<file path="config.mk">
export PLATFORM = sky130hd
export DESIGN_NAME = bsg_mem_1r1w_sync_reader
export DESIGN_NICKNAME = d
export VERILOG_FILES = /design/src/rtl/bsg_mem_1r1w_sync_reader.sv
export SDC_FILE = /design/constraint.sdc
export NUM_CORES = 1
export LEC_CHECK = 0
export CAP_MARGIN = 40
export CORE_AREA = 2 2 60 76
export CTS_CLUSTER_SIZE = 12
export DETAILED_ROUTE_END_ITERATION = 7
export DIE_AREA = 0 0 62 78
export PLACE_DENSITY = 0.72
export SETUP_SLACK_MARGIN = 0.15
export SLEW_MARGIN = 30
export SYNTH_ARGS = -nofsm -noshare
export SYNTH_HDL_FRONTEND = slang
export SYNTH_SLANG_ARGS = --single-unit
</file>
<file path="constraint.sdc">
create_clock -name clk_i -period 1.69 [get_ports clk_i]
set_clock_uncertainty 0.1 [all_clocks]
set_input_delay 0.4225 -clock clk_i [delete_from_list [all_inputs] [get_ports clk_i]]
set_output_delay 0.4225 -clock clk_i [all_outputs]
set_load 0.02 [all_outputs]
</file>
<file path="src/rtl/bsg_mem_1r1w_sync_reader.sv">
// bsg_mem_1r1w_sync_reader
//
// Initiator-side adapter for a 1r1w synchronous memory with a fixed 1-cycle
// read latency. It turns a valid/ready read-request stream and an always-
// accepted write stream into memory strobes. Returned read data is captured
// in a small response FIFO, which is presented on a valid/yumi channel.
// Same-address read/write collisions either stall the read for a cycle or
// forward the write data to the read, so the client never sees undefined data.
//
// Optional feature macro: BSG_MEM_1R1W_SYNC_READER_FWD_EN
//   defined   : a colliding read is accepted and the write data is forwarded
//   undefined : a colliding read is refused (r_ready_o=0) and retries
//
// Ports
//   clk_i, reset_n_i             clock, asynchronous active-low reset
//   r_v_i, r_addr_i, r_ready_o   read request stream (valid/ready)
//   w_v_i, w_addr_i, w_data_i    write stream (always accepted)
//   data_o, v_o, yumi_i          response stream (valid/yumi)
//   mem_w_v_o, mem_w_addr_o,
//   mem_w_data_o                 memory write port
//   mem_r_v_o, mem_r_addr_o      memory read port request
//   mem_r_data_i                 memory read data, valid the cycle after mem_r_v_o
module bsg_mem_1r1w_sync_reader #(
  parameter int width_p                = 8,
  parameter int els_p                  = 16,
  parameter int fifo_els_p             = 3,
  parameter int read_write_same_addr_p = 0,
  parameter int addr_width_lp          = (els_p > 1) ? $clog2(els_p) : 1
) (
  input  logic                     clk_i,
  input  logic                     reset_n_i,
  input  logic                     r_v_i,
  input  logic [addr_width_lp-1:0] r_addr_i,
  output logic                     r_ready_o,
  input  logic                     w_v_i,
  input  logic [addr_width_lp-1:0] w_addr_i,
  input  logic [width_p-1:0]       w_data_i,
  output logic [width_p-1:0]       data_o,
  output logic                     v_o,
  input  logic                     yumi_i,
  output logic                     mem_w_v_o,
  output logic [addr_width_lp-1:0] mem_w_addr_o,
  output logic [width_p-1:0]       mem_w_data_o,
  output logic                     mem_r_v_o,
  output logic [addr_width_lp-1:0] mem_r_addr_o,
  input  logic [width_p-1:0]       mem_r_data_i
);

  localparam int ptr_w_lp = (fifo_els_p > 1) ? $clog2(fifo_els_p) : 1;
  localparam int cnt_w_lp = $clog2(fifo_els_p + 1);
  localparam logic [ptr_w_lp-1:0] last_ptr_lp = ptr_w_lp'(fifo_els_p - 1);
  localparam logic [cnt_w_lp:0]   fifo_els_lp = (cnt_w_lp + 1)'(fifo_els_p);

  logic                 r_inflight;
  logic [ptr_w_lp-1:0]  r_wptr;
  logic [ptr_w_lp-1:0]  r_rptr;
  logic [cnt_w_lp-1:0]  r_cnt;
  logic [width_p-1:0]   r_fifo [fifo_els_p];

  logic                 w_coll;
  logic                 w_coll_block;
  logic                 w_fwd_sel;
  logic [width_p-1:0]   w_fwd_data;
  logic [cnt_w_lp:0]    w_occ;
  logic                 w_accept;
  logic                 w_push;
  logic                 w_pop;
  logic [width_p-1:0]   w_push_data;

  // A memory that defines same-cycle same-address behaviour (read-old) needs
  // no collision handling at all.
  assign w_coll = w_v_i & r_v_i & (w_addr_i == r_addr_i)
                & (read_write_same_addr_p == 0);

`ifdef BSG_MEM_1R1W_SYNC_READER_FWD_EN
  logic               r_fwd_v;
  logic [width_p-1:0] r_fwd_data;

  // Capture the colliding write so the next-cycle push can bypass the
  // memory's undefined read data.
  always_ff @(posedge clk_i or negedge reset_n_i) begin
    if (!reset_n_i) begin
      r_fwd_v    <= 1'b0;
      r_fwd_data <= '0;
    end else begin
      r_fwd_v <= w_accept & w_coll;
      if (w_accept & w_coll)
        r_fwd_data <= w_data_i;
    end
  end

  assign w_coll_block = 1'b0;
  assign w_fwd_sel    = r_fwd_v;
  assign w_fwd_data   = r_fwd_data;
`else
  assign w_coll_block = w_coll;
  assign w_fwd_sel    = 1'b0;
  assign w_fwd_data   = '0;
`endif

  // Reserve a FIFO slot for every read still in the memory pipe. Only
  // registered state feeds this, so yumi_i and mem_r_data_i never reach
  // r_ready_o combinationally.
  assign w_occ     = (cnt_w_lp + 1)'(r_cnt) + (cnt_w_lp + 1)'(r_inflight);
  assign r_ready_o = reset_n_i & (w_occ < fifo_els_lp) & ~w_coll_block;
  assign w_accept  = r_v_i & r_ready_o;

  assign mem_r_v_o    = w_accept;
  assign mem_r_addr_o = r_addr_i;

  assign mem_w_v_o    = w_v_i & reset_n_i;
  assign mem_w_addr_o = w_addr_i;
  assign mem_w_data_o = w_data_i;

  assign w_push      = r_inflight;
  assign w_push_data = w_fwd_sel ? w_fwd_data : mem_r_data_i;
  // An illegal yumi with an empty FIFO must not disturb the pointers.
  assign w_pop       = yumi_i & v_o;

  assign v_o    = (r_cnt != '0);
  assign data_o = v_o ? r_fifo[r_rptr] : '0;

  always_ff @(posedge clk_i or negedge reset_n_i) begin
    if (!reset_n_i) begin
      r_inflight <= 1'b0;
      r_wptr     <= '0;
      r_rptr     <= '0;
      r_cnt      <= '0;
    end else begin
      r_inflight <= w_accept;
      if (w_push)
        r_wptr <= (r_wptr == last_ptr_lp) ? '0 : r_wptr + 1'b1;
      if (w_pop)
        r_rptr <= (r_rptr == last_ptr_lp) ? '0 : r_rptr + 1'b1;
      case ({w_push, w_pop})
        2'b10:   r_cnt <= r_cnt + 1'b1;
        2'b01:   r_cnt <= r_cnt - 1'b1;
        default: r_cnt <= r_cnt;
      endcase
    end
  end

  // Storage holds no reset; v_o gates data_o while the FIFO is empty.
  always_ff @(posedge clk_i) begin
    if (w_push)
      r_fifo[r_wptr] <= w_push_data;
  end

`ifndef SYNTHESIS
  always @(posedge clk_i) begin
    if (reset_n_i)
      assert (!(yumi_i && !v_o))
        else $error("bsg_mem_1r1w_sync_reader: yumi_i asserted while v_o=0");
  end
`endif

endmodule

</file>
* Word-level counts from Yosys, hierarchy flattened
Memories as Yosys holds them, arrays and structs flattened. Cells that the tools add are included. W data, S select, Z words.
Cells by class: add/sub/neg operators 5, magnitude comparators 1, eq/ne operators 5, multiplexer cells 6, bitwise gates (word level) 8, reductions and logical operators 2
Operator list (number):
- $mux W8 | 1
- $and A1 B1 Y1 | 7
- $add A2 B1 Y2 const B | 3
- $eq A2 B2 Y1 const B | 3
- $eq A4 B4 Y1 | 1
- $mux W2 | 2
- $pmux W2 S2 | 1
- $reduce_bool A2 Y1 | 2
- $add A2 B1 Y3 | 1
- $lt A3 B2 Y1 const B | 1
- $eq A2 B1 Y1 const B | 1
- $mux W1 | 2
- $sub A2 B1 Y2 const B | 1
- $not A1 Y1 | 1
Word-level totals: register bits 7, bits in writable memories 24, logic and storage cells 32, memories 1
Memory list:
- r_fifo | depth 3, bits a word 8, read ports 1, clocked after Yosys merged registers in 0, wr ports 1, RTL line 58 | logic [width_p-1:0] r_fifo [fifo_els_p];

* Logic depth before layout (Yosys ltp)
depth in word-level cells 5, mapped depth 6, gate-level depth less buffers 6

* Least setup slack after synthesis
Ideal clock, no wire load.
path kind reg-to-output, start point register r_cnt[0], end point output port mem_r_v_o, arrival 1.674 ns, required time 1.167 ns, setup slack -0.507 ns, cell stages (with the launch flop) 6, path through dfrtp_1 -> ha_1 -> ha_1 -> nand2_1 -> nand3b_1 -> a311oi_1
On the way: word-level cells in the longest chain between the ends 5
RTL lines:
- start: declaration | RTL line 57 | logic [cnt_w_lp-1:0] r_cnt;
- start signal: assignment | RTL line 136 | 2'b10: r_cnt <= r_cnt + 1'b1;
- start signal: assignment | RTL line 137 | 2'b01: r_cnt <= r_cnt - 1'b1;
- start signal: assignment | RTL line 138 | default: r_cnt <= r_cnt;
- $add A2 B1 Y3 | RTL line 104 | assign w_occ = (cnt_w_lp + 1)'(r_cnt) + (cnt_w_lp + 1)'(r_inflight);
- $lt A3 B2 Y1 | RTL line 105 | assign r_ready_o = reset_n_i & (w_occ < fifo_els_lp) & ~w_coll_block;
- $and A1 B1 Y1 (2 in a row) | RTL line 105
- $and A1 B1 Y1 | RTL line 106 | assign w_accept = r_v_i & r_ready_o;
- end: declaration | RTL line 44 | output logic mem_r_v_o,
No other way between the ends.

* Worst setup path after layout
Same ends and word-level chain as after synthesis.

==> results.sh <==
export IMPL_clock_power_share=0.153
export IMPL_synthAdderAreaFrac=0.0245
export IMPL_worstSetupStartpointType="register"
export IMPL_synth_yosys_seq_area_share=0.584
export IMPL_clock_sinks=31
export IMPL_crit_fanout=2
export IMPL_grt_remaining_overflow=0
export IMPL_r2r_start="r_cnt[0]$_DFFE_PN0P_"
export IMPL_ir_worst_vdd_mv=0.606
export IMPL_switching_share=0.338
export IMPL_fillers=366
export IMPL_syn_to_final_growth_pct=52.4
export IMPL_place_inst=206
export IMPL_worst_path_buf_inv=1
export IMPL_p_int_mw=2.29
export IMPL_drt_iter0_markers=11
export IMPL_required_ns=1.17
export IMPL_syn_num_nets=143
export IMPL_rows=26
export IMPL_routedWlPerCell_um=12.9
export IMPL_crit_chain="ha_2 -> ha_4 -> nand2_2 -> nand3b_1 -> a311oi_4 -> buf_6"
export IMPL_ant_nets=0
export IMPL_multi_input_area_um2=591
export IMPL_insertion_delay_ns=0.27
export IMPL_ff_latch_area_um2=896
export IMPL_max_cap_violations=0
export IMPL_pin_count=57
export IMPL_htreeDepth=2
export IMPL_netlist_area_um2=1530
export IMPL_die_x_um=62
export IMPL_status="finished, violations left"
export IMPL_ys_warn_count=0
export IMPL_placed_area_um2=2060
export IMPL_final_area_um2=2340
export IMPL_drive_gt1_frac=0.477
export IMPL_rrSetupSlack_ns=0.10
export IMPL_postCtsHoldBufs=0
export IMPL_ys_types=26
export IMPL_finalSetupTns_ns=-3.90
export IMPL_grt_max_degree=10
export IMPL_p_leak_nw=0.983
export IMPL_synthMuxAreaShare=0.128
export IMPL_yosys_area_share_simple=0.0710
export IMPL_die_h_um=78
export IMPL_setup_viol=11
export IMPL_antenna_found_initial=0
export IMPL_io_buffers=40
export IMPL_nNetsFinal=203
export IMPL_coreArea_um2=4070
export IMPL_synth_top_family_by_area="multiplexers"
export IMPL_drt_wl_total_um=2950
export IMPL_drt_first_pass_iters=4
export IMPL_synth_xor_area_share=0.0228
export IMPL_period_needed_ns=2.24
export IMPL_dieArea_um2=4840
export IMPL_critPathSlowestCell="dfrtp_1"
export IMPL_grt_use_total=0.132
export IMPL_worstSetupPathType="reg2out"
export IMPL_critPathArrivalTime_ns=1.72
export IMPL_critical_path_top_delay_family="adder cells"
export IMPL_max_freq_mhz=446
export IMPL_final_common_cell="edfxtp_1"
export IMPL_gp_congestion=0.701
export IMPL_finalCritPeriodShare=1.33
export IMPL_pwr_share_comb=0.530
export IMPL_setup_worst_path_end_class="output pin"
export IMPL_violations="negative setup slack"
export IMPL_p_switching_mw=1.17
export IMPL_min_path_type="in2async"
export IMPL_reg2regPathDepth=6
export IMPL_fin_ws_ns=-0.553
export IMPL_hpwlAfterDp_um=2150
export IMPL_hold_viol_final=0
export IMPL_slowest_delay_ns=0.39
export IMPL_diodes=0
export IMPL_rsz0062_at_grt="true"
export IMPL_cts_tree="built"
export IMPL_power_mw=3.46
export IMPL_worst_pin_slew_ns=0.479
export IMPL_relSlewSlack=0.681
export IMPL_p_seq_frac=0.317
export IMPL_initial_core_util=0.377
export IMPL_grt_pass1_vias=1101
export IMPL_layout_cells_non_filler=228
export IMPL_drc=0
export IMPL_power_density_nw_per_um2=1480
export IMPL_finalMaxSlewViolations=0
export IMPL_cts_path_max_buffers=2
export IMPL_viasPerCell=4.54
export IMPL_ys_seq_elements=31
export IMPL_dr_total_vias=1035
export IMPL_cts_buffers_inserted=5
export IMPL_syn_area_per_cell_um2=13.8
export IMPL_synth_compound_area_share=0.0595
export IMPL_final_cell_mix="24 x edfxtp_1, 22 x buf_4, 18 x buf_6, 11 x dlygate4sd2_1, 9 x clkdlybuf4s50_1"
export IMPL_ctsRootBufferMaster="clkbuf_8"
export IMPL_synthCells=111
export IMPL_r2r_end="r_inflight$_DFF_PN0_"
export IMPL_clk_pin_slew_ns=0.06
export IMPL_grt_pass1_wl_um=4610
final cells by class:
type	count	share of cell area
Clock buffer	7	0.0326
Tap cell	56	0.0300
Inverter	8	0.0144
Timing Repair Buffer	71	0.285
Clock inverter	1	0.00214
Multi-Input combinational cell	54	0.253
Sequential cell	31	0.383
cells by family after synthesis:
logic type               after synthesis
adder cells (fa/ha/maj)                3
flip-flops                            31
AO/OA/AOI/OAI                          9
AND/OR/NAND/NOR                       22
buffers and inverters                 26
multiplexers                          16
XOR/XNOR                               4
cell usage after synthesis:
| cell | instances | area (um^2) |
|---|---|---|
| mux2i_1 | 8 | 80.1 |
| nor2b_1 | 2 | 12.5 |
| o21ai_2 | 1 | 8.76 |
| nor3_1 | 2 | 10.0 |
| nand3b_1 | 1 | 7.51 |
| nand2_1 | 3 | 11.3 |
| edfxtp_1 | 24 | 721 |
| a222oi_1 | 1 | 10.0 |
| dfrtp_1 | 7 | 175 |
| a2111oi_4 | 1 | 27.5 |
| a31oi_1 | 1 | 6.26 |
| nor3b_2 | 1 | 12.5 |
| xnor2_1 | 3 | 26.3 |
| mux2_2 | 1 | 11.3 |
| xor2_1 | 1 | 8.76 |
| inv_1 | 7 | 26.3 |
| buf_4 | 17 | 128 |
| nor3b_1 | 1 | 7.51 |
| mux2_4 | 7 | 105 |
| nor2_1 | 11 | 41.3 |
| ha_1 | 3 | 37.5 |
| a21o_1 | 4 | 30.0 |
| buf_6 | 1 | 11.3 |
| and2_1 | 1 | 6.26 |
| a311oi_1 | 1 | 8.76 |
| inv_2 | 1 | 3.75 |
worst register-to-register path, cell delays in order, from the launching register on:
cell and delay [ns]:
dfrtp_1 0.39, ha_2 0.20, ha_4 0.21, nand2_2 0.04, nand3b_1 0.13, a311oi_4 0.32
buf_4 0.15
sequential cells by signal (all words and copies together) (netlist names):
name and cells:
r_inflight 1, r_wptr 2, r_fifo 24, r_rptr 2, r_cnt 2
through the flow:
stage	hold WS, ns	util	setup WS (ns)
final	0.154	0.575	-0.553
after global routing	0.157	0.575	-0.611
after CTS	0.149	0.544	-0.535
after detailed placement	0.437	0.507	-1.03
after global placement	0.415	0.507	-0.977
after floorplan	0.0269	-	-0.203
what timing repair did:
| action | CTS | global route |
|---|---|---|
| buffers inserted | 6 | 8 |
| pin swaps | 6 | 8 |
| setup endpoints to repair | 22 | 31 |
| gates resized for setup | 104 | 21 |
how the worst max path moves through the flow:
stage / startpoint / endpoint / slack [ns] / cells after the start
floorplan: r_cnt[0]$_DFFE_PN0P_ / mem_r_v_o / -0.20 / 5
global placement: w_addr_i[2] / mem_r_v_o / -0.98 / 5
detailed placement: w_addr_i[3] / mem_r_v_o / -1.03 / 5
CTS: r_inflight$_DFF_PN0_ / mem_r_v_o / -0.53 / 6
global route: r_cnt[0]$_DFFE_PN0P_ / mem_r_v_o / -0.61 / 6
finish: r_cnt[0]$_DFFE_PN0P_ / mem_r_v_o / -0.55 / 6
routing by layer:
metal,vias to the layer above,global-route usage,part of all wire
met2,45,0.255,0.59
met4,0,0.0319,0.0078
met1,490,0.110,0.33
met5,-,0,0
met3,2,0.0617,0.075
li1,498,-,-
power groups by stage:
stage | combinational, mW | clock (mW) | sequential, mW
after detailed placement | 1.50 | 0 | 1.10
after floorplan | 0.920 | 0 | 1.07
final | 1.84 | 0.531 | 1.10
after global placement | 1.46 | 0 | 1.09
after CTS | 1.60 | 0.549 | 1.09
after global routing | 1.97 | 0.591 | 1.11
(Power assumes the default switching activity.)
